--- src/rtl/matrix_instr_sequencer.sv ---
// matrix_instr_sequencer: fetches, latches and issues instructions to a matrix datapath until HALT or end of program
// Ports:
//   CLK, RST (async, active-high)   St        start pulse, taken only in IDLE
//   instr_addr / instr_data          instruction memory (data valid one cycle after address)
//   issue_valid / issue_ready / issue_instr   handshake towards the datapath
//   exec_done, jump, jump_addr       retire pulse and optional branch from the datapath
//   busy, done, instr_cnt            run status, end-of-run pulse, retired instruction count
//   cycle_cnt                        busy-cycle counter, present only with SEQ_PERF_CNT_EN defined
module matrix_instr_sequencer #(
  parameter int INSTR_BIT = 4,
  parameter int INSTR_W   = 32
) (
  input  logic                 CLK,
  input  logic                 RST,
  input  logic                 St,
  input  logic                 jump,
  input  logic [INSTR_BIT-1:0] jump_addr,
  output logic [INSTR_BIT-1:0] instr_addr,
  input  logic [INSTR_W-1:0]   instr_data,
  output logic                 issue_valid,
  input  logic                 issue_ready,
  output logic [INSTR_W-1:0]   issue_instr,
  input  logic                 exec_done,
  output logic                 busy,
  output logic                 done,
  output logic [INSTR_BIT:0]   instr_cnt
`ifdef SEQ_PERF_CNT_EN
  ,
  output logic [31:0]          cycle_cnt
`endif
);
  typedef enum logic [2:0] {IDLE, FETCH, LATCH, ISSUE, WAIT, FIN} state_t;
  localparam logic [INSTR_BIT-1:0] PC_LAST = '1;
  state_t state, state_nxt;
  logic [INSTR_BIT-1:0] pc;
  logic halt, start, retire;
  assign halt   = instr_data[INSTR_W-1 -: 4] == 4'hF;
  assign start  = state == IDLE && St;
  assign retire = state == WAIT && exec_done;
  always_ff @(posedge CLK or posedge RST)
    if (RST) state <= IDLE;
    else state <= state_nxt;
  always_comb begin
    state_nxt = state;
    case (state)
      IDLE:    state_nxt = St ? FETCH : IDLE;
      FETCH:   state_nxt = LATCH;
      LATCH:   state_nxt = halt ? FIN : ISSUE;
      ISSUE:   state_nxt = issue_ready ? WAIT : ISSUE;
      WAIT:    state_nxt = !exec_done ? WAIT : (!jump && pc == PC_LAST) ? FIN : FETCH;
      FIN:     state_nxt = IDLE;
      default: state_nxt = IDLE;
    endcase
  end
  always_comb begin
    issue_valid = state == ISSUE;
    busy        = state != IDLE;
    done        = state == FIN;
    instr_addr  = pc;
  end
  // Retiring the last word without a branch ends the run; PC is held there rather than wrapping to 0.
  always_ff @(posedge CLK or posedge RST)
    if (RST) begin
      pc          <= '0;
      instr_cnt   <= '0;
      issue_instr <= '0;
    end else begin
      if (start) begin
        pc        <= '0;
        instr_cnt <= '0;
      end
      if (state == LATCH) issue_instr <= instr_data;
      if (retire) begin
        instr_cnt <= instr_cnt + 1'b1;
        pc        <= jump ? jump_addr : (pc == PC_LAST) ? pc : pc + 1'b1;
      end
    end
`ifdef SEQ_PERF_CNT_EN
  always_ff @(posedge CLK or posedge RST)
    if (RST) cycle_cnt <= '0;
    else if (start) cycle_cnt <= '0;
    else if (busy && cycle_cnt != '1) cycle_cnt <= cycle_cnt + 1'b1;
`endif
endmodule
--- config.mk ---
export PLATFORM = sky130hd
export DESIGN_NAME = matrix_instr_sequencer
export DESIGN_NICKNAME = d
export VERILOG_FILES = /design/src/rtl/matrix_instr_sequencer.sv
export SDC_FILE = /design/constraint.sdc
export NUM_CORES = 1
export LEC_CHECK = 0
export ABC_AREA = 1
export CAP_MARGIN = 15
export CELL_PAD_IN_SITES_DETAIL_PLACEMENT = 1
export CELL_PAD_IN_SITES_GLOBAL_PLACEMENT = 1
export CORE_AREA = 4 4 92 94
export DETAILED_ROUTE_END_ITERATION = 7
export DIE_AREA = 0 0 96 98
export PLACE_DENSITY = 0.73
export RECOVER_POWER = 100
export SLEW_MARGIN = 20
export SYNTH_ARGS = -nofsm -noshare
export SYNTH_HDL_FRONTEND = slang
export SYNTH_SLANG_ARGS = --single-unit
--- constraint.sdc ---
create_clock -name CLK -period 1.4 [get_ports CLK]
set_clock_uncertainty 0.15 [all_clocks]
set_input_delay 0.28 -clock CLK [delete_from_list [all_inputs] [get_ports CLK]]
set_output_delay 0.28 -clock CLK [all_outputs]
set_load 0.005 [all_outputs]
==> reports/qor.csv <==
metric,value,unit
ir_worst_vdd,0.000933,V
fin_ws,-0.178,ns
core,7650,µm²
grt_use_total,14.3,%
final_cells,487,
placed_cells,449,
grt_pass1_wl,10600,µm
relSlewSlack,58.7,%
setup_tns,-4.87,ns
hpwl,4620,µm
cts.sinks,44,
die_w,96,µm
gp_congestion,0.803,
ant_nets,0,
antenna_found_initial,0,
die_h,98,µm
drive_gt1_share,27.5,%
post-route-util,46.9,%
drc,0,
crit_type,flop to primary output,
yosysTopAreaCell,dfrtp_1,
grt_pass1_vias,2257,
p_leak,1.83,nW
r2r_slack,-0.16,ns
hold_buffers,0,
via_per_inst,4.37,
crit_required,0.97,ns
post-route-period-util,113,%
cts_buffers,5,
synth_seq_area_share,56.5,%
routed_wl,6600,µm
clk_pin_slew_worst_paths,0.08,ns
rr_worst_depth,8,
hp-start,issue_instr[28]$_DFFE_PP0P_,
clock.fmax,0.634,GHz
synth.area.top_cells,"dfrtp_1 57%, nand2_1 27%, nand3_1 3.6%",
diodes,0,
io_pins,86,
grt_max_degree,45,
whs,0.320,ns
finalCriticalPeriod,1.58,ns
root_buffer,clkbuf_8,
yosysUniqueCellTypes,19,
hold_path_end,issue_instr[28]$_DFFE_PP0P_,
cts.path.max_buffers,2,
final_cell_mix,"121 x nand2_1, 44 x dfrtp_1, 41 x buf_4",
synth_nets,289,
endpoint_kind,primary output,
setup_viol,47,
htree_levels,2,
portBuffers,85,
slew_viol_final,0,
avgSynthCellArea,7.95,µm²
vias,2126,
synth_top_area_share,56.5,%
yosysWarnings,0,
hold_class,flop to flop,
post_drt_wl_per_cell,13.6,µm
cap_viol_max_count,0,
clkLatencyLatePin,0.29,ns
max_slew.worst_pin.slew,0.620,ns
initial_utilization,25.5,%
fin_nets,430,
overflow,0,
synthCells,245,
cts_tree,yes,
dr.pass1.iters,4,
hold_viol,0,
die_area,9410,µm²
finalPower,6.77,mW
syn_to_final_growth,84.1,%
status,"finished, violations left",
arrival,1.15,ns
path_max_fanout,2,
p_per_area,1890,nW/µm²
holdPathStages,2,
ys_ff_latch,44,
start_kind,flop,
r2r-start,state[1]$_DFF_PP0_,
drtIter0Drc,58,
regToRegEndpoint,issue_instr[27]$_DFFE_PP0P_,
row_count,32,
final_common_cell,nand2_1,
violations,setup timing,
synth_area,1950,µm²
rsz0062_at_grt,yes,
[critical path: stages, from the launching register on]
cell and delay (ns):
dfrtp_1 0.41, buf_6 0.14, nor3_2 0.18, buf_2 0.14
[worst max path at each step]
stage	start	end	slack (ns)	cells after the start
floorplan	state[0]$_DFF_PP0_	issue_instr[0]$_DFFE_PP0P_	0.11	5
global placement	state[1]$_DFF_PP0_	issue_valid	-0.20	3
detailed placement	state[1]$_DFF_PP0_	issue_valid	-0.24	3
CTS	state[0]$_DFF_PP0_	issue_valid	-0.16	3
global route	state[0]$_DFF_PP0_	issue_valid	-0.23	3
finish	state[1]$_DFF_PP0_	done	-0.18	3
[repair_timing]
action,4_1_cts,5_1_grt
pin swaps,11,11
endpoints found under the setup margin,84,82
gates cloned,0,0
gates resized for setup,90,56
endpoints found under the hold margin,0,0
setup buffers,14,18
[per-layer routing]
layer / track usage [%] / up-vias / routed length (µm)
li1: - / 1033 / -
met1: 15.5 / 1024 / 2410
met2: 26.6 / 57 / 3660
met3: 4.08 / 12 / 427
met4: 3.39 / 0 / 111
met5: 0 / - / 0
[synth_stat cells]
library cell and instances:
clkinv_2 1, a21oi_1 1, o21ai_0 4, inv_2 2
nand3b_1 1, nand3_1 14, nand2_2 1, nor3_4 1
ha_1 2, nor3_1 2, dfrtp_1 44, nand4_1 2
inv_1 15, or2_2 1, nor2_4 1, nand3_2 1
buf_2 6, nand2_1 138, nor2_1 8
[per-stage QoR]
step / instance area [µm²] / setup slack (ns)
2_1_floorplan: 1950 / 0.111
3_5_place_dp: 3100 / -0.237
6_report: 3590 / -0.178
5_1_grt: 3590 / -0.227
3_3_place_gp: 3100 / -0.196
4_1_cts: 3360 / -0.164
[flip-flops by register name (all words and copies together), names as in the netlist]
signal       flops
issue_instr     32
instr_addr       4
state            3
instr_cnt        5
[power by group]
group | switching, mW | leakage (nW) | total (mW) | internal [mW]
registers | 0.327 | 0.555 | 2.16 | 1.83
clock network | 0.411 | 0.0501 | 0.923 | 0.512
logic | 1.73 | 1.22 | 3.69 | 1.97
total | 2.46 | 1.83 | 6.77 | 4.31
[logic make-up after synthesis]
kind of cell	synth area share, %
flip-flops	56.5
AND/OR/NAND/NOR	35.8
buffers and inverters	5.07
AO/OA/AOI/OAI	1.28
adder cells (fa/ha/maj)	1.28
[layout make-up]
cell class                      instances  area [µm²]
Sequential cell                        44        1100
Tap cell                              102         128
Fill cell                             904        4060
Timing Repair Buffer                  140        1290
Multi-Input combinational cell        177         888
Clock buffer                            5        68.8
Inverter                               18        81.3
Clock inverter                          1        30.0
No activity file was read; power rests on OpenSTA's default activity.
